--- src/rtl/riscv_pipe_chain_pkg.sv ---
// Shared helpers for the elastic pipeline chain: popcount, saturating increment
// and the occupancy width calculation.
package riscv_pipe_chain_pkg;

    // Widest vector the helper functions accept (stage count and counter width).
    localparam int unsigned MaxW = 64;

    // Occupancy must represent 0..STAGES+1 (all stages plus the skid entry).
    function automatic int unsigned occ_width(input int unsigned stages);
        return $clog2(stages + 2);
    endfunction

    function automatic int unsigned popcount(input logic [MaxW-1:0] vec);
        int unsigned n;
        n = 0;
        for (int i = 0; i < int'(MaxW); i++) begin
            if (vec[i]) n++;
        end
        return n;
    endfunction

    // Increment, holding at all-ones of a w-bit counter.
    function automatic logic [MaxW-1:0] sat_inc(input logic [MaxW-1:0] val, input int unsigned w);
        logic [MaxW-1:0] lim;
        lim = (w >= MaxW) ? '1 : ((64'd1 << w) - 64'd1);
        return (val >= lim) ? val : val + 64'd1;
    endfunction

endpackage

--- src/rtl/riscv_pipe_chain_if.sv ---
// Valid/ready/data stream bundle used on both ends of the pipeline chain.
interface riscv_pipe_chain_if #(
    parameter int unsigned DATA_W = 32
) ();
    logic              valid;
    logic              ready;
    logic [DATA_W-1:0] data;

    modport master (output valid, output data, input ready);
    modport slave  (input valid, input data, output ready);
endinterface

--- src/rtl/riscv_pipe_chain_skid_buf.sv ---
// One-entry skid buffer: catches an accepted input when stage 0 cannot take it,
// so the upstream ready can come straight from a flop.
module riscv_pipe_chain_skid_buf #(
    parameter int unsigned DATA_W = 32
) (
    input  logic              i_clk,
    input  logic              i_rst,
    input  logic              i_flush,
    input  logic              i_push,
    input  logic              i_pop,
    input  logic [DATA_W-1:0] i_data,
    output logic              o_full,
    output logic [DATA_W-1:0] o_data
);
    logic              r_full;
    logic [DATA_W-1:0] r_data;

    // Fill on push while empty, drain on pop, flush drops the held entry.
    always_ff @(posedge i_clk) begin
        if (i_rst) begin
            r_full <= 1'b0;
            r_data <= '0;
        end else if (i_flush) begin
            r_full <= 1'b0;
        end else if (r_full) begin
            if (i_pop) r_full <= 1'b0;
        end else if (i_push) begin
            r_full <= 1'b1;
            r_data <= i_data;
        end
    end

    assign o_full = r_full;
    assign o_data = r_data;
endmodule

--- src/rtl/riscv_pipe_chain.sv ---
// Elastic pipeline-register chain with bubble collapse, per-stage flush,
// optional input skid buffer and stall/bubble performance counters.
module riscv_pipe_chain
    import riscv_pipe_chain_pkg::*;
#(
    parameter  int unsigned DATA_W = 32,
    parameter  int unsigned STAGES = 4,
    parameter  int unsigned SKID   = 1,
    parameter  int unsigned CNT_W  = 16,
    localparam int unsigned OCC_W  = occ_width(STAGES)
) (
    input  logic                       i_clk,
    input  logic                       i_rst,
    riscv_pipe_chain_if.slave          in_bus,
    riscv_pipe_chain_if.master         out_bus,
    input  logic                       i_flush_in,
    input  logic [STAGES-1:0]          i_flush,
    output logic [STAGES-1:0]          o_stage_valid,
    output logic [STAGES*DATA_W-1:0]   o_stage_data,
    output logic [OCC_W-1:0]           o_occupancy,
    input  logic                       i_cnt_clr,
    output logic [CNT_W-1:0]           o_stall_cnt,
    output logic [CNT_W-1:0]           o_bubble_cnt
);
    logic [STAGES-1:0]             w_v;
    logic [STAGES-1:0][DATA_W-1:0] w_d;
    logic [STAGES-1:0]             w_ve;
    logic [STAGES-1:0]             w_adv;
    logic                          w_in_ready;
    logic                          w_accept;
    logic                          w_src_valid;
    logic [DATA_W-1:0]             w_src_data;
    logic                          w_skid_full;
    logic                          w_out_valid;
    logic [CNT_W-1:0]              r_stall_cnt;
    logic [CNT_W-1:0]              r_bubble_cnt;

    // A flushed entry behaves as a bubble for the whole cycle.
    assign w_ve = w_v & ~i_flush;

    // Advance chain from the output side: a stage may load if the one after it
    // moves or if it currently holds a bubble.
    always_comb begin
        logic a;
        w_adv = '0;
        a = out_bus.ready | ~w_ve[STAGES-1];
        w_adv[STAGES-1] = a;
        for (int i = int'(STAGES) - 2; i >= 0; i--) begin
            a = a | ~w_ve[i];
            w_adv[i] = a;
        end
    end

    assign w_accept = in_bus.valid & w_in_ready & ~i_flush_in;

    if (SKID != 0) begin : g_skid
        logic [DATA_W-1:0] w_skid_data;

        riscv_pipe_chain_skid_buf #(
            .DATA_W (DATA_W)
        ) u_skid (
            .i_clk   (i_clk),
            .i_rst   (i_rst),
            .i_flush (i_flush_in),
            .i_push  (w_accept & ~w_adv[0]),
            .i_pop   (w_adv[0]),
            .i_data  (in_bus.data),
            .o_full  (w_skid_full),
            .o_data  (w_skid_data)
        );

        // Ready depends only on skid state so it never sees out_ready.
        assign w_in_ready  = ~w_skid_full & ~i_rst;
        assign w_src_valid = w_skid_full ? ~i_flush_in : w_accept;
        assign w_src_data  = w_skid_full ? w_skid_data : in_bus.data;
    end else begin : g_noskid
        assign w_skid_full = 1'b0;
        assign w_in_ready  = w_adv[0] & ~i_rst;
        assign w_src_valid = w_accept;
        assign w_src_data  = in_bus.data;
    end

    for (genvar gi = 0; gi < int'(STAGES); gi++) begin : g_stage
        logic              r_v;
        logic [DATA_W-1:0] r_d;
        logic              w_next_v;
        logic [DATA_W-1:0] w_next_d;

        if (gi == 0) begin : g_first
            assign w_next_v = w_src_valid;
            assign w_next_d = w_src_data;
        end else begin : g_mid
            assign w_next_v = w_ve[gi-1];
            assign w_next_d = w_d[gi-1];
        end

        // Load from the previous stage on advance; otherwise hold, letting flush clear valid.
        always_ff @(posedge i_clk) begin
            if (i_rst) begin
                r_v <= 1'b0;
                r_d <= '0;
            end else if (w_adv[gi]) begin
                r_v <= w_next_v;
                r_d <= w_next_d;
            end else begin
                r_v <= w_ve[gi];
            end
        end

        assign w_v[gi] = r_v;
        assign w_d[gi] = r_d;
    end

    assign w_out_valid   = w_ve[STAGES-1];
    assign out_bus.valid = w_out_valid;
    assign out_bus.data  = w_d[STAGES-1];
    assign in_bus.ready  = w_in_ready;

    assign o_stage_valid = w_v;
    assign o_stage_data  = w_d;
    assign o_occupancy   = OCC_W'(popcount(MaxW'(w_v))) + OCC_W'(w_skid_full);

    // Saturating perf counters; clear takes priority over counting.
    always_ff @(posedge i_clk) begin
        if (i_rst || i_cnt_clr) begin
            r_stall_cnt  <= '0;
            r_bubble_cnt <= '0;
        end else begin
            if (w_out_valid && !out_bus.ready) begin
                r_stall_cnt <= CNT_W'(sat_inc(MaxW'(r_stall_cnt), CNT_W));
            end
            if (!w_out_valid && out_bus.ready) begin
                r_bubble_cnt <= CNT_W'(sat_inc(MaxW'(r_bubble_cnt), CNT_W));
            end
        end
    end

    assign o_stall_cnt  = r_stall_cnt;
    assign o_bubble_cnt = r_bubble_cnt;
endmodule
--- src/flat_wrapper.sv ---
// flat-port wrapper written by rule: the top's interface ports become plain ports
module riscv_pipe_chain_flat import riscv_pipe_chain_pkg::*;
#(
    parameter  int unsigned DATA_W = 32,
    parameter  int unsigned STAGES = 4,
    parameter  int unsigned SKID   = 1,
    parameter  int unsigned CNT_W  = 16,
    localparam int unsigned OCC_W  = occ_width(STAGES)
)
  (i_clk, i_rst, i_flush_in, i_flush, o_stage_valid, o_stage_data, o_occupancy, i_cnt_clr, o_stall_cnt, o_bubble_cnt, in_bus_valid, in_bus_data, in_bus_ready, out_bus_valid, out_bus_data, out_bus_ready);
  riscv_pipe_chain_if #(.DATA_W(DATA_W)) in_bus_i ();
  riscv_pipe_chain_if #(.DATA_W(DATA_W)) out_bus_i ();
  input  logic i_clk;
  input  logic i_rst;
  input  logic i_flush_in;
  input  logic [STAGES-1:0] i_flush;
  output logic [STAGES-1:0] o_stage_valid;
  output logic [STAGES*DATA_W-1:0] o_stage_data;
  output logic [OCC_W-1:0] o_occupancy;
  input  logic i_cnt_clr;
  output logic [CNT_W-1:0] o_stall_cnt;
  output logic [CNT_W-1:0] o_bubble_cnt;
  input wire logic [$bits(in_bus_i.valid)-1:0] in_bus_valid;
  input wire logic [$bits(in_bus_i.data)-1:0] in_bus_data;
  output wire logic [$bits(in_bus_i.ready)-1:0] in_bus_ready;
  output wire logic [$bits(out_bus_i.valid)-1:0] out_bus_valid;
  output wire logic [$bits(out_bus_i.data)-1:0] out_bus_data;
  input wire logic [$bits(out_bus_i.ready)-1:0] out_bus_ready;
  assign in_bus_i.valid = in_bus_valid;
  assign in_bus_i.data = in_bus_data;
  assign in_bus_ready = in_bus_i.ready;
  assign out_bus_valid = out_bus_i.valid;
  assign out_bus_data = out_bus_i.data;
  assign out_bus_i.ready = out_bus_ready;
  riscv_pipe_chain #(.DATA_W(DATA_W), .STAGES(STAGES), .SKID(SKID), .CNT_W(CNT_W)) u_core (.i_clk(i_clk), .i_rst(i_rst), .in_bus(in_bus_i), .out_bus(out_bus_i), .i_flush_in(i_flush_in), .i_flush(i_flush), .o_stage_valid(o_stage_valid), .o_stage_data(o_stage_data), .o_occupancy(o_occupancy), .i_cnt_clr(i_cnt_clr), .o_stall_cnt(o_stall_cnt), .o_bubble_cnt(o_bubble_cnt));
endmodule
--- config.mk ---
export PLATFORM = sky130hd
export DESIGN_NAME = riscv_pipe_chain_flat
export DESIGN_NICKNAME = d
export VERILOG_FILES = /design/src/rtl/riscv_pipe_chain_pkg.sv /design/src/rtl/riscv_pipe_chain_if.sv /design/src/rtl/riscv_pipe_chain_skid_buf.sv /design/src/rtl/riscv_pipe_chain.sv /design/src/flat_wrapper.sv
export SDC_FILE = /design/constraint.sdc
export NUM_CORES = 1
export LEC_CHECK = 0
export BUFFER_PORTS_ARGS = -buffer_cell sky130_fd_sc_hd__buf_2
export CORE_ASPECT_RATIO = 0.7
export CORE_MARGIN = 2
export CORE_UTILIZATION = 55
export DETAILED_ROUTE_END_ITERATION = 16
export PLACE_DENSITY = 0.87
export SYNTH_ARGS = -nofsm -noshare
export SYNTH_HDL_FRONTEND = slang
export SYNTH_SLANG_ARGS = --single-unit
--- constraint.sdc ---
create_clock -name i_clk -period 3.5 [get_ports i_clk]
set_input_delay 0.7 -clock i_clk [delete_from_list [all_inputs] [get_ports i_clk]]
set_output_delay 0.7 -clock i_clk [all_outputs]
set_load 0.005 [all_outputs]
==> results.toml <==
[pwr]
p_leak_nw = 4.41
power.density_cell_area_nw_per_um2 = 470
worst_ir_drop_vdd_mv = 0.468
post-layout-total-power_mw = 4.50

[clock_network]
cts_root_buffer = "clkbuf_16"
cts.clk_slew.worst_paths_ns = 0.07
clock_path_buffers = 2
cts_inserted_buffers = 17
clock_sinks = 197
h-tree-depth = 4
worstSkewPairLatency_ns = 0.42
clock_tree_from_tritoncts = "yes"

[synth]
syn-mean-instance-area_um2 = 8.64
synth_async_sr_flop_share_pct = 0
yosysUniqueCellTypes = 44
synth-edff-count = 0
syn_area_um2 = 7980
synth.ff_latch_count = 197
register_area_share_after_synthesis_pct = 49.5
yosys_warnings = 0
syn_nets = 972
ys_dominant_reg_cell = "dfxtp_1"
synthesis.instances = 923

[hold_path]
hold_path_end = "u_core.out_bus.data[26]$_SDFFE_PP0P_"
hold_path_class = "reg2reg"
min_delay_path_depth = 2
hold_sp = "u_core.out_bus.data[26]$_SDFFE_PP0P_"

[cells_and_area]
syn2layout_area_growth_pct = 19.9
proportion_of_layout_cells_with_a_drive_suffix_above_1_pct = 26.4
design.final.nets = 1148
layout.cells.most_common = "buf_2"
count_of_antenna_diodes_in_the_layout = 0
most-common-layout-cells = "buf_2, nand2_1, dfxtp_1"

[detailed_routing]
vias_per_cell = 5.43
avgRoutedWirePerCell_um = 16.0
drc = 0
final_antenna_net_count = 0
dr.pass1.iters = 5
finalWirelength_mm = 20.9
number_of_vias_in_the_routed_layout = 7065
drt-initial-drc-count = 411

[global_route]
number_of_global_route_vias_before_repair = 6541
maximum_number_of_pins_on_one_net_before_global_route_repair = 135
antenna_violations_before_repair = 0
grt_usage_pct = 26.7
globalRoute.totalOverflow = 0
grt_pass1_wl_mm = 33.0

[critical_path]
critPathKind = "reg2out"
worst-endpoint-arrival_ns = 2.63
critical_path.reg2reg.endpoint = "u_core.o_stall_cnt[8]$_SDFFE_PP0P_"
critical_path_required_ns = 2.80
worstSetupStartpointType = "flop"
timing.rr.start = "u_core.o_stall_cnt[0]$_SDFFE_PP0P_"
critPathCaptureType = "output pin"
worst_r2r_path_depth = 6
path_max_fanout = 4
r2r_setup_slack_ns = 1.20

[status]
run_status = "finished clean"

[floorplan]
fp.dieH_um = 105
die_w_um = 148
start_util_pct = 56.7
placementRows = 36
floorplan.die_area_um2 = 15500
number_of_top_level_design_ports = 243
fp.coreArea_um2 = 14100

[sta]
layout_worst_path_cycle_share_pct = 95.2
slew_headroom_pct = 42.9
skew_ns = 0.0101
time_the_final_worst_path_needs_with_i_o_delays_and_setup_ns = 3.33
finalMaxSlewViolations = 0
worst_pin_slew_ns = 0.849
timing.fmax_mhz = 300
finalSetupViolations = 0
finalHoldViolations = 0
final.setup.tns_ns = 0
worst_hold_slack_ns = 0.463

[job]
max-cap-violations = 0

[place]
detailed_placement_hpwl_mm = 14.6
gp_congestion = 0.832
port-buffer-count = 242
## final cells by class
class                           count  area (um^2)
Clock inverter                     13          146
Inverter                            4         15.0
Timing Repair Buffer              252         1300
Clock buffer                       19          443
Multi-Input combinational cell    627         3470
Tap cell                          190          238
Fill cell                        1154         4490
Sequential cell                   197         3950
## cells in the mapped netlist (2+ instances only)
library cell  instances  share of area, %
a211oi_1             32               3.0
a21oi_1             105               6.6
a311oi_1              2              0.22
a31oi_1               3              0.24
and2_1                3              0.24
and3_1                4              0.31
and4_1                4              0.44
buf_1                 5              0.24
buf_2                 8              0.50
buf_4                36               3.4
buf_6                 7              0.99
clkbuf_1             39               1.8
dfxtp_1             197                49
ha_1                  7               1.1
inv_1                 4              0.19
mux2i_1              65               8.2
nand2_1             212                10
nand2b_1              4              0.31
nand3_1              10              0.63
nand4_1              14               1.1
nor2_1               94               4.4
nor3_1                7              0.44
nor4_1                3              0.24
nor4b_1               2              0.22
o211ai_1              5              0.47
o21ai_0               5              0.31
or2_2                 2              0.16
or3_1                 3              0.24
or4_1                 3              0.28
xnor2_1              13               1.4
xor2_1               12               1.3
## power by group
group          total [mW]  switching, mW  internal, mW
clock                1.95          0.862          1.08
combinational       0.212          0.118        0.0940
sequential           2.34         0.0464          2.29
total                4.50           1.03          3.47
## sequential cells by signal, indices dropped and copies added (netlist names)
name,flops
u_core.g_stage.r_d,96
u_core.out_bus.data,32
u_core.g_stage.r_v,4
u_core.o_bubble_cnt,16
u_core.o_stall_cnt,16
u_core.g_skid.u_skid.o_full,1
u_core.g_skid.u_skid.o_data,32
## worst max-delay path, stage by stage (launching register included)
cell and delay (ns):
dfxtp_1 0.38, inv_1 0.06, ha_1 0.34, xor2_2 0.17, ha_1 0.32, mux2_2 0.27, ha_1 0.20, xnor2_1 0.18
xnor2_1 0.15, buf_2 0.15
## cell families (layout without fill, tap and decap cells)
family / after synthesis / after routing / synth area share (%)
compound gates: 156 / 156 / 11.2
xor+xnor: 25 / 25 / 2.75
fa+ha+maj: 7 / 7 / 1.10
buf+inv: 99 / 288 / 7.14
flops: 197 / 197 / 49.5
mux: 66 / 66 / 8.30
simple gates: 373 / 373 / 20.0
## metrics by stage
stage	cells	util [%]	worst slack, ns	area [um^2]
2_1_floorplan	923	-	0.874	7980
3_3_place_gp	1269	63.7	0.702	8960
3_5_place_dp	1269	63.7	0.575	8960
4_1_cts	1301	67.9	0.115	9550
5_1_grt	1302	68.0	-0.000284	9560
6_report	1302	68.0	0.167	9560
## worst max-delay path by stage
stage	start	end
floorplan	u_core.g_stage[1].r_v$_SDFF_PP0_	o_occupancy[2]
global placement	u_core.g_stage[1].r_v$_SDFF_PP0_	o_occupancy[2]
detailed placement	u_core.g_stage[0].r_v$_SDFF_PP0_	o_occupancy[2]
CTS	u_core.g_stage[0].r_v$_SDFF_PP0_	o_occupancy[2]
global route	u_core.g_stage[1].r_v$_SDFF_PP0_	o_occupancy[2]
finish	u_core.g_stage[1].r_v$_SDFF_PP0_	o_occupancy[2]
## what timing repair did
action                     4_1_cts  5_1_grt
resized for setup                0        1
setup buffers                    0        1
hold buffers                     0        0
setup endpoints to repair        0        1
## routing by layer
layer | wire, um | GRT usage (%) | up-vias
li1 | - | - | 3435
met1 | 8650 | 33.6 | 3325
met2 | 10200 | 45.5 | 274
met3 | 1620 | 6.03 | 31
met4 | 364 | 8.78 | 0
met5 | 0 | 0 | -
Note: power is estimated with default switching activity, not from simulation.
